$ cat config.mk
export PLATFORM = sky130hd
export DESIGN_NAME = master_out_port_flat
export DESIGN_NICKNAME = d
export VERILOG_FILES = /design/src/rtl/master_out_port_if.sv /design/src/rtl/master_out_port.sv /design/src/flat_wrapper.sv
export SDC_FILE = /design/constraint.sdc
export NUM_CORES = 1
export LEC_CHECK = 0
export CAP_MARGIN = 20
export CELL_PAD_IN_SITES_DETAIL_PLACEMENT = 0
export CELL_PAD_IN_SITES_GLOBAL_PLACEMENT = 1
export CORE_ASPECT_RATIO = 1.25
export CORE_MARGIN = 2
export CORE_UTILIZATION = 42
export CTS_BUF_LIST = sky130_fd_sc_hd__clkbuf_8
export CTS_CLUSTER_DIAMETER = 30
export DETAILED_ROUTE_END_ITERATION = 8
export HOLD_SLACK_MARGIN = 0.08
export PLACE_DENSITY_LB_ADDON = 0.2
export SLEW_MARGIN = 20
export SYNTH_ARGS = -nofsm -noshare
export SYNTH_HDL_FRONTEND = slang
export SYNTH_SLANG_ARGS = --single-unit
$ cat constraint.sdc
create_clock -name clk -period 2.7 [get_ports clk]
set_input_delay 0.81 -clock clk [delete_from_list [all_inputs] [get_ports clk]]
set_output_delay 0.81 -clock clk [all_outputs]
set_load 0.02 [all_outputs]
$ cat src/rtl/master_out_port_if.sv
// master_out_port_if: serial request lines between the master transmit port and the slave input port.
interface master_out_port_if;
   logic master_valid, slave_ready, tx_address, tx_data, write_en, read_en, tx_burst;
   modport master(output master_valid, tx_address, tx_data, write_en, read_en, tx_burst, input slave_ready);
   modport slave(input master_valid, tx_address, tx_data, write_en, read_en, tx_burst, output slave_ready);
endinterface

$ cat src/rtl/master_out_port.sv
// master_out_port: serialises one address/data request LSB-first under master_valid/slave_ready.
// Define MASTER_TIMEOUT_EN to abandon REQ after TIMEOUT cycles with a one-cycle tx_error pulse.
module master_out_port #(
   parameter int ADDR_W = 12,
   parameter int DATA_W = 8,
   parameter int TIMEOUT = 16
) (
   input  logic              clk,
   input  logic              reset,
   input  logic              start,
   input  logic              rw,
   input  logic [ADDR_W-1:0] addr_in,
   input  logic [DATA_W-1:0] data_in,
   master_out_port_if.master bus,
   output logic              busy,
   output logic              tx_done,
   output logic              tx_error
);
   localparam int CW = $clog2(ADDR_W);
   typedef enum logic [1:0] {IDLE, REQ, SEND, DONE} state_t;
   state_t state_q;
   logic [ADDR_W-1:0] a_q;
   logic [DATA_W-1:0] d_q;
   logic [CW-1:0] cnt_q;
   logic mv_q, ta_q, td_q, we_q, re_q, busy_q, done_q;
`ifdef MASTER_TIMEOUT_EN
   localparam int TW = $clog2(TIMEOUT);
   logic [TW-1:0] to_q;
   logic err_q;
   assign tx_error = err_q;
`else
   assign tx_error = 1'b0;
`endif
   assign bus.master_valid = mv_q;
   assign bus.tx_address = ta_q;
   assign bus.tx_data = td_q;
   assign bus.write_en = we_q;
   assign bus.read_en = re_q;
   assign bus.tx_burst = 1'b0;
   assign busy = busy_q;
   assign tx_done = done_q;
   // Shift registers hold the bits still to be presented; the output flops carry the current bit.
   always_ff @(posedge clk or negedge reset)
      if (!reset) begin
         state_q <= IDLE;
         a_q <= '0;
         d_q <= '0;
         cnt_q <= '0;
         {mv_q, ta_q, td_q, we_q, re_q, busy_q, done_q} <= '0;
`ifdef MASTER_TIMEOUT_EN
         to_q <= '0;
         err_q <= 1'b0;
`endif
      end else begin
         done_q <= 1'b0;
`ifdef MASTER_TIMEOUT_EN
         err_q <= 1'b0;
`endif
         case (state_q)
            IDLE, DONE:
               if (start) begin
                  state_q <= REQ;
                  mv_q <= 1'b1;
                  busy_q <= 1'b1;
                  we_q <= rw;
                  re_q <= !rw;
                  ta_q <= addr_in[0];
                  td_q <= rw & data_in[0];
                  a_q <= addr_in >> 1;
                  d_q <= rw ? data_in >> 1 : '0;
`ifdef MASTER_TIMEOUT_EN
                  to_q <= '0;
`endif
               end else state_q <= IDLE;
            REQ:
               if (mv_q && bus.slave_ready) begin
                  state_q <= SEND;
                  mv_q <= 1'b0;
                  ta_q <= a_q[0];
                  td_q <= d_q[0];
                  a_q <= a_q >> 1;
                  d_q <= d_q >> 1;
                  cnt_q <= CW'(1);
               end
`ifdef MASTER_TIMEOUT_EN
               // Last REQ cycle is TIMEOUT-1; the error becomes visible on the cycle after it.
               else if (to_q == TW'(TIMEOUT - 2)) begin
                  state_q <= IDLE;
                  {mv_q, ta_q, td_q, we_q, re_q, busy_q} <= '0;
                  err_q <= 1'b1;
               end else to_q <= to_q + 1'b1;
`endif
            SEND:
               if (cnt_q == CW'(ADDR_W - 1)) begin
                  state_q <= DONE;
                  {ta_q, td_q, we_q, re_q, busy_q} <= '0;
                  done_q <= 1'b1;
               end else begin
                  ta_q <= a_q[0];
                  td_q <= d_q[0];
                  a_q <= a_q >> 1;
                  d_q <= d_q >> 1;
                  cnt_q <= cnt_q + 1'b1;
               end
         endcase
      end
endmodule
$ cat src/flat_wrapper.sv
// flat-port wrapper written by rule: the top's interface ports become plain ports
module master_out_port_flat 
#(
   parameter int ADDR_W = 12,
   parameter int DATA_W = 8,
   parameter int TIMEOUT = 16
)
  (clk, reset, start, rw, addr_in, data_in, busy, tx_done, tx_error, bus_master_valid, bus_tx_address, bus_tx_data, bus_write_en, bus_read_en, bus_tx_burst, bus_slave_ready);
  master_out_port_if bus_i ();
  input  logic clk;
  input  logic reset;
  input  logic start;
  input  logic rw;
  input  logic [ADDR_W-1:0] addr_in;
  input  logic [DATA_W-1:0] data_in;
  output logic busy;
  output logic tx_done;
  output logic tx_error;
  output wire logic [$bits(bus_i.master_valid)-1:0] bus_master_valid;
  output wire logic [$bits(bus_i.tx_address)-1:0] bus_tx_address;
  output wire logic [$bits(bus_i.tx_data)-1:0] bus_tx_data;
  output wire logic [$bits(bus_i.write_en)-1:0] bus_write_en;
  output wire logic [$bits(bus_i.read_en)-1:0] bus_read_en;
  output wire logic [$bits(bus_i.tx_burst)-1:0] bus_tx_burst;
  input wire logic [$bits(bus_i.slave_ready)-1:0] bus_slave_ready;
  assign bus_master_valid = bus_i.master_valid;
  assign bus_tx_address = bus_i.tx_address;
  assign bus_tx_data = bus_i.tx_data;
  assign bus_write_en = bus_i.write_en;
  assign bus_read_en = bus_i.read_en;
  assign bus_tx_burst = bus_i.tx_burst;
  assign bus_i.slave_ready = bus_slave_ready;
  master_out_port #(.ADDR_W(ADDR_W), .DATA_W(DATA_W), .TIMEOUT(TIMEOUT)) u_core (.clk(clk), .reset(reset), .start(start), .rw(rw), .addr_in(addr_in), .data_in(data_in), .bus(bus_i), .busy(busy), .tx_done(tx_done), .tx_error(tx_error));
endmodule
======== Yosys cells after proc, flatten, opt, wreduce, memory -nomap -nowiden ========
Cells that the tools add are included.
operators by class
  bitwise operators ....................... 1
  mux-type cells .......................... 35
  $add $sub $neg .......................... 1
  equality and inequality tests ........... 8
  reduce and logical (&&, ||, !) cells .... 13
operator list
  kind                                                              number
  12-bit 2-to-1 mux                                                 3
  12-bit case mux with 3 select lines                               1
  8-bit 2-to-1 mux                                                  3
  8-bit case mux with 3 select lines                                1
  1-bit 2-to-1 mux                                                  14
  3-bit AND reduction                                               4
  4-bit 2-to-1 mux                                                  2
  1-bit case mux with 2 select lines                                4
  4-bit case mux with 2 select lines                                1
  7-bit 2-to-1 mux                                                  1
  1-bit case mux with 3 select lines                                2
  2-bit case mux with 3 select lines                                1
  2-bit nonzero test                                                3
  4-bit by 1-bit adder with 4-bit output (second input constant)    1
  2-bit == test (second input constant)                             2
  4-bit == test (second input constant)                             1
  2-bit 2-to-1 mux                                                  2
  2-bit by 1-bit != test with 1-bit output (second input constant)  2
  2-bit != test (second input constant)                             2
  2-bit AND reduction                                               2
  2-bit by 1-bit == test with 1-bit output (second input constant)  1
  2-bit logical NOT                                                 1
  2-bit OR reduction                                                1
  1-bit AND                                                         1
  2 further kinds                                                   2
storage, ports and cells
  output and inout port bits .............. 9
  register bits after elaboration ......... 33

======== Longest topological paths before layout ========
Gate-level depths: netlist (run 1).
  depth after elaboration ................. 4
  depth in mapped cells ................... 7
  gate-level depth less buffers ........... 5

======== Worst setup path after synthesis (run 1) ========
Ideal clock, no wire load.
  kind .................................... reg2reg
  start point ............................. register u_core.cnt_q[0]
  end point ............................... register u_core.a_q[8]
  period minus slack after synthesis ...... 1,972 ps
  data arrival time ....................... 1,847 ps
  setup time .............................. 125 ps
  path slack .............................. 728 ps
  path buffers ............................ 2
  cell stages (with the launch flop) ...... 7
  required time ........................... 2,575 ps
  cells stage by stage .................... dfrtp_1 > ha_1 > and3b_1 > buf_6 > a211oi_4 > buf_12 > mux2_4
between the ends
  word-level cells in the longest chain between the ends .. 3
ends and longest elaborated chain
  element                        RTL line                RTL
  start, declared                master_out_port.sv:24   logic [CW-1:0] cnt_q;
  start signal, assigned         master_out_port.sv:103  cnt_q <= cnt_q + 1'b1;
  4-bit == test                  master_out_port.sv:94   if (cnt_q == CW'(ADDR_W - 1)) begin
  2-bit != test (no line)        n/a
  3-bit AND reduction (no line)  n/a
  end signal, assigned           master_out_port.sv:69   a_q <= addr_in >> 1;
  end signal, assigned           master_out_port.sv:81   a_q <= a_q >> 1;
  end signal, assigned           master_out_port.sv:101  a_q <= a_q >> 1;
  end, declared                  master_out_port.sv:22   logic [ADDR_W-1:0] a_q;
No other way between the ends.
A chain may end at the register's enable or synchronous reset.

======== Worst setup path after layout (run 1) ========
  start point ............................. register u_core.mv_q, in the netlist u_core.bus.master_valid
  end point ............................... output bus_master_valid
RTL lines
  element                 RTL line               RTL
  start, declared         master_out_port.sv:25  logic mv_q, ta_q, td_q, we_q, re_q, busy_q, done_q;
  start signal, assigned  master_out_port.sv:49  {mv_q, ta_q, td_q, we_q, re_q, busy_q, done_q} <= '0;
  start signal, assigned  master_out_port.sv:63  mv_q <= 1'b1;
  start signal, assigned  master_out_port.sv:78  mv_q <= 1'b0;
  end, declared           flat_wrapper.sv:19     output wire logic [$bits(bus_i.master_valid)-1:0] bus_master_valid;
No word-level cell between the ends.

==> results of run 1 <==
[how the worst max path moves through the flow]
stage,start,endpoint,slack (ps)
4_1_cts,u_core.bus.master_valid$_DFFE_PN0P_,bus_master_valid,530
3_5_place_dp,bus_slave_ready,u_core.a_q[6]$_DFFE_PN0P_,270
6_report,u_core.bus.master_valid$_DFFE_PN0P_,bus_master_valid,540
3_3_place_gp,bus_slave_ready,u_core.a_q[7]$_DFFE_PN0P_,310
5_1_grt,u_core.bus.master_valid$_DFFE_PN0P_,bus_master_valid,500
2_1_floorplan,u_core.cnt_q[0]$_DFFE_PN0P_,u_core.a_q[8]$_DFFE_PN0P_,730
[sequential cells by signal, indices dropped and copies added (netlist names), 2 cells and up]
name            flops
u_core.a_q         11
u_core.cnt_q        4
u_core.d_q          7
u_core.state_q      2
[logic make-up (layout without fill, tap and decap cells)]
family	after synthesis	count (layout)	synth area share, %
mux	30	30	19.9
simple gates	23	23	8.22
fa+ha+maj	3	3	2.24
flops	31	31	46.3
buf+inv	25	58	7.54
other cells	1	2	0.224
compound gates	32	32	15.6
[per-layer routing]
metal	global-route usage, %	up-vias	part of all wire [%]
met1	20.6	589	44
met3	3.61	7	3.2
met5	0	-	0
met2	27.2	19	50
met4	8.70	0	2.0
li1	-	584	-
[cells in the mapped netlist, types with 2 or more instances]
| library cell | number |
|---|---|
| o21ai_0 | 3 |
| mux2i_1 | 10 |
| a2bb2oi_1 | 6 |
| nor3_1 | 2 |
| nand4_1 | 2 |
| dfrtp_1 | 31 |
| a21oi_1 | 3 |
| buf_1 | 2 |
| ha_1 | 3 |
| and2_1 | 2 |
| mux2_4 | 2 |
| buf_4 | 2 |
| clkbuf_1 | 2 |
| nor2b_1 | 2 |
| mux2_2 | 18 |
| inv_1 | 16 |
| nand2_1 | 5 |
| a22o_1 | 4 |
| o22ai_1 | 4 |
[metrics by stage]
stage                     area [um^2]  total power [uW]  hold slack [ps]  instances
final                            2120              2680              503        233
after global routing             2120              2890              531        233
after CTS                        2120              2710              512        233
after detailed placement         2030              2340              496        226
after global placement           2030              2280              486        226
after floorplan                  1680              2000              477        146
[where the power goes]
group          switching, uW  total, uW  internal, uW
clock network            162        362           199
logic                    693       1520           827
registers                116        794           678
total                    970       2680          1700
[final cells by class]
type                    instances  share of cell area, %
inverters                      16                   2.83
clock buffers                   6                   3.89
multi-input cells              90                   36.6
flip-flops and latches         31                   36.6
well taps                      54                   3.19
repair buffers                 35                   16.6
clock inverters                 1                  0.236
==> results.md, run 1 <==
| Quantity | This run |
|:---|:---|
| Synth Flop Type | dfrtp_1 |
| Worst-case register-to-register setup slack | 720 ps |
| Insertion delay to the later sink of the worst-skew pair | 280 ps |
| Number of cells on the worst reg-to-reg path | 5 |
| Area added between synthesis and finish | 26.6% |
| Clock skew | 1.51 ps |
| Netlist cell types | 45 |
| Total Die Area | 0.00451 mm^2 |
| Num ports | 34 |
| Post-synthesis average cell area | 11.6 um^2 |
| CTS root buffer | clkbuf_8 |
| Pin count of the biggest net entering global routing | 32 |
| Register cell area after layout | 776 um^2 |
| Fraction of layout instances using a drive strength above 1 | 20.7% |
| Die Span Y | 74.6 um |
| FF-to-FF Start | u_core.cnt_q[0]$_DFFE_PN0P_ |
| Overall via count from detail_route | 1199 |
| Status | finished clean |
| Initial standard-cell utilization of the core | 43.9% |
| Buffering stage count on the worst path with inverters included | 1 |
| Post-DP HPWL | 2370 um |
| Setup repair after global routing missed its margin | false |
| Post-Route Utilization | 55.6% |
| Number of warnings reported in the yosys synthesis log | 0 |
| Residual overflow from global routing | 0 |
| CP Depth | 1 |
| CTS sink count | 31 |
| Share of the synthesized area in the top cell type | 46.3% |
| Share of the cycle needed by the critical path after routing | 80.0% |
| Hold-critical path endpoint | u_core.a_q[5]$_DFFE_PN0P_ |
| Antenna cells | 0 |
| Class of the most critical hold timing path | reg -> reg |
| Via count of the first global-routing pass | 1271 |
| Layout fillers | 360 |
| DR iter-0 viols | 42 |
| Nets | 207 |
| Number of buffers inserted to repair setup after CTS | 0 |
| Cell type with the largest total area after synthesis | dfrtp_1 |
| Average wire length per cell after detail routing | 14.0 um |
| TritonCTS clock tree | done |
| Total count of hold-check failures in the final report | 0 |
| Setup violation total in the final timing report | 0 |
| Num rows | 25 |
| Post-synthesis instance area | 0.00168 mm^2 |
| Detail-routed via count per cell | 5.15 |
| Largest fanout of any net on the critical path | 6 |
| Crit path arrival time | 1350 ps |
| Critical path capture point type | primary output |
| Global-route wire length before repair | 5570 um |
| Min setup slack post-route | 540 ps |
| Peak clock frequency supported by timing | 463 MHz |
| Count of input and output buffers | 31 |
| Post-Syn Instances | 145 |
| Global-route usage over all layers | 16.6% |
| Overall routed net length | 3270 um |
| Cell type of the slowest stage on the worst timing path | clkdlybuf4s50_1 |
| Peak supply drop | 0.598 mV |
| Post-synthesis sequential area ratio | 46.3% |
| Hold Path Stages | 1 |
| Cells traversed along the worst timing path | clkdlybuf4s50_1 |
| Core region area | 0.00382 mm^2 |
| Number of clock buffers inserted by TritonCTS | 5 |
| Fraction of registers with async set/reset | 100% |
| Critical R2R Capture | u_core.a_q[6]$_DFFE_PN0P_ |
| Leakage component of the power | 0.000964 uW |
| Drt drc | 0 |
| Total iterations of the first detailed-routing run | 4 |
| Setup TNS after final layout | 0 ps |
| Largest buffer count on any clock path | 2 |
| Pre-CTS setup slack | 272 ps |
| Antenna violations before repair | 0 |
| Time the worst path needs with I/O delays and setup | 2160 ps |
| Last weighted congestion value of the routability-driven placer | 0.776 |
| Ranking of synthesized cells by area | dfrtp_1 (46%), mux2_2 (12%), mux2i_1 (6.0%) |
| Number of hold buffers added after cts | 0 |
| Largest stage delay on the critical path | 640 ps |
| Floorplan die width | 60.5 um |
| Area of the multi-input gates | 777 um^2 |
| Worst setup path class | reg -> out |
| Max-cap violation count | 0 |
| Total power density per cell area | 1260 mW/mm^2 |
| Critical path's top delay family | buffers and inverters |
| Max-slew violations | 0 |
| Count of cells resized by post-cts repair | 0 |
| Element type at the critical path start | register |
| Number of storage elements in the synthesis netlist | 31 |
| Reg clk slew, reported paths | 60 ps |
| Required @ worst endpoint | 1890 ps |
| Htree depth | 2 |
| Startpoint of the tightest hold check path | u_core.a_q[5]$_DFFE_PN0P_ |
| Commonest non-fill, non-tap cells in the layout | clkdlybuf4s50_1 (31), dfrtp_1 (31), mux2_2 (18) |
| Number of routed nets with antenna violations | 0 |
| Number of enable flip-flop cells after synthesis | 0 |
(Power assumes the default switching activity.)
==> inputs of run 2 (changes only) <==
--- a/config.mk
+++ b/config.mk
@@ -10,7 +10,7 @@
 export CELL_PAD_IN_SITES_GLOBAL_PLACEMENT = 1
 export CORE_ASPECT_RATIO = 1.25
 export CORE_MARGIN = 2
-export CORE_UTILIZATION = 42
+export CORE_UTILIZATION = 38
 export CTS_BUF_LIST = sky130_fd_sc_hd__clkbuf_8
 export CTS_CLUSTER_DIAMETER = 30
 export DETAILED_ROUTE_END_ITERATION = 8
==> constraint.sdc (replaced) <==
create_clock -name clk -period 1.8 [get_ports clk]
set_input_delay 0.54 -clock clk [delete_from_list [all_inputs] [get_ports clk]]
set_output_delay 0.54 -clock clk [all_outputs]
set_load 0.02 [all_outputs]
==> results.md, run 2 (synthesis gave the netlist of run 1 again) <==
| Quantity | This run |
|:---|:---|
| Number of clock buffers inserted by TritonCTS | 5 |
| Final standard cell count with taps included and fillers excluded | 257 |
| Total iterations of the first detailed-routing run | 4 |
| TritonCTS clock tree | done |
| Htree depth | 2 |
| Last weighted congestion value of the routability-driven placer | 0.770 |
| Met2 Use GR | 26.7% |
| Hold Path Stages | 1 |
| Average wire length per cell after detail routing | 14.2 um |
| Global-route wire length before repair | 5820 um |
| Placed cell count | 245 |
| Number of cells on the worst reg-to-reg path | 6 |
| Top reg by flops | u_core.a_q |
| Element type at the critical path start | register |
| Number of hold buffers added after cts | 0 |
| Count of input and output buffers | 31 |
| Most common cell after layout, fill and taps aside | dfrtp_1 |
| Reg clk slew, reported paths | 60 ps |
| Clock skew | 3.23 ps |
| Final instance area | 0.00234 mm^2 |
| Max reg flops | 11 |
| Core region area | 0.00432 mm^2 |
| Setup repair after global routing missed its margin | true |
| Crit path arrival time | 1970 ps |
| M3 GR Usage | 3.87% |
| Via count of the first global-routing pass | 1322 |
| Critical path capture point type | register |
| Floorplan die width | 63.4 um |
| Number of routed nets with antenna violations | 0 |
| Min setup slack post-route | -3.53 ps |
| Num rows | 27 |
| Antenna cells | 0 |
| Power share of the sequential group | 25.9% |
| NetSw | 1600 uW |
| Worst setup path class | reg -> reg |
| Largest buffer count on any clock path | 2 |
| Leakage component of the power | 0.00113 uW |
| Most Used Layer, Global Route | met2 |
| Max-slew violations | 0 |
| Fraction of layout instances using a drive strength above 1 | 30.7% |
| Registers with the highest flip-flop counts | u_core.a_q: 11 flops, u_core.d_q: 7 flops, u_core.cnt_q: 4 flops |
| Pin count of the biggest net entering global routing | 32 |
| Nets | 226 |
| Overall via count from detail_route | 1292 |
| Required @ worst endpoint | 1970 ps |
| Overall routed net length | 3650 um |
| Met1 routing resource usage after global routing | 16.6% |
| Commonest non-fill, non-tap cells in the layout | dfrtp_1 (31), clkdlybuf4s50_1 (24), buf_4 (19) |
| Violated checks | negative setup slack |
| Time the worst path needs with I/O delays and setup | 1800 ps |
| Num ports | 34 |
| Drt drc | 0 |
| Peak clock frequency supported by timing | 554 MHz |
| Post-DP HPWL | 2630 um |
| Initial standard-cell utilization of the core | 38.7% |
| CTS sink count | 31 |
| Area added between synthesis and finish | 39.6% |
| Insertion delay to the later sink of the worst-skew pair | 280 ps |
| Setup TNS after final layout | -3.53 ps |
| Detail-routed via count per cell | 5.03 |
| Peak supply drop | 0.828 mV |
| Setup violation total in the final timing report | 1 |
| Antenna violations before repair | 0 |
| Die Span Y | 78.2 um |
| Sw frac | 35.3% |
| Share of the cycle needed by the critical path after routing | 100% |
| Total Die Area | 0.00496 mm^2 |
| Global-route usage over all layers | 15.1% |
| Post-placement cell area | 0.00217 mm^2 |
| Class of the most critical hold timing path | reg -> reg |
| Largest fanout of any net on the critical path | 5 |
| DR iter-0 viols | 57 |
| Total power density per cell area | 1940 mW/mm^2 |
| Clk pwr share | 11.3% |
| Status | complete, but fails checks |
| Pint | 2940 uW |
| Comb power frac | 62.8% |
| CTS root buffer | clkbuf_8 |
| Total count of hold-check failures in the final report | 0 |
| Residual overflow from global routing | 0 |
| Final hold slack | 509 ps |
| Max-cap violation count | 0 |
run 2: what timing repair did:
action                                  CTS  global route
pin swaps                                 1             1
endpoints found under the hold margin     0             0
cloned                                    0             1
resized for setup                         4            11
endpoints found under the setup margin    3            15
setup buffers                             0             3
run 2: power groups by stage:
| stage | Clock, uW | Sequential, uW | Combinational (uW) |
|---|---|---|---|
| after floorplan | 0 | 1220 | 1790 |
| after global placement | 0 | 1170 | 2540 |
| after detailed placement | 0 | 1190 | 2620 |
| after CTS | 528 | 1180 | 2620 |
| after global routing | 566 | 1210 | 3080 |
| final | 514 | 1170 | 2850 |
run 2: critical path, cell delays in order (launching register included):
cell and delay (ps):
dfrtp_1 380, buf_4 140, ha_4 220, nor2b_4 140, a211oi_4 270, clkbuf_16 220
mux2_2 320
run 2: metrics by stage:
stage                     worst slack [ps]  total power [uW]  utilization, %
after floorplan                      -95.7              3010               -
after global placement                -205              3700            50.1
after detailed placement              -214              3810            50.1
after CTS                            -5.99              4330            52.1
after global routing                 -51.7              4850            54.1
final                                -3.53              4540            54.1
run 2: final cells by class:
type                       instances  area (um^2)
sequential                        31          776
timing repair buffer              54          539
tap                               58         72.6
inverter                          16         60.1
clock buffer                       5         68.8
clock inverter                     3         12.5
multi-input combinational         90          810
fill                             418         1990
run 2: path summary, 6_finish.rpt:
path / to / slack (ps) / start
setup / recovery: u_core.a_q[6]$_DFFE_PN0P_ / -4 / u_core.state_q[1]$_DFFE_PN0P_
hold / removal: u_core.a_q[6]$_DFFE_PN0P_ / 510 / u_core.a_q[6]$_DFFE_PN0P_
setup reg to reg: u_core.a_q[6]$_DFFE_PN0P_ / -4 / u_core.state_q[1]$_DFFE_PN0P_
hold reg to reg: u_core.a_q[6]$_DFFE_PN0P_ / 510 / u_core.a_q[6]$_DFFE_PN0P_
max in group asynchronous: u_core.d_q[1]$_DFFE_PN0P_ / 860 / reset
min in group asynchronous: u_core.tx_done$_DFF_PN0_ / 650 / reset
run 2: metal layers:
metal	share of wire (%)	wire length, um	vias to the layer above
met5	0	0	-
met4	1.9	70	0
met3	5.0	184	6
met2	52	1910	33
met1	41	1490	634
li1	-	-	619
==> inputs of run 3 (changes only) <==
--- a/config.mk
+++ b/config.mk
@@ -14,7 +14,6 @@
 export CTS_BUF_LIST = sky130_fd_sc_hd__clkbuf_8
 export CTS_CLUSTER_DIAMETER = 30
 export DETAILED_ROUTE_END_ITERATION = 8
-export HOLD_SLACK_MARGIN = 0.08
 export PLACE_DENSITY_LB_ADDON = 0.2
 export SLEW_MARGIN = 20
 export SYNTH_ARGS = -nofsm -noshare
==> results of run 3 <==
Final layout, timing and power as in run 2 (identical DEF).
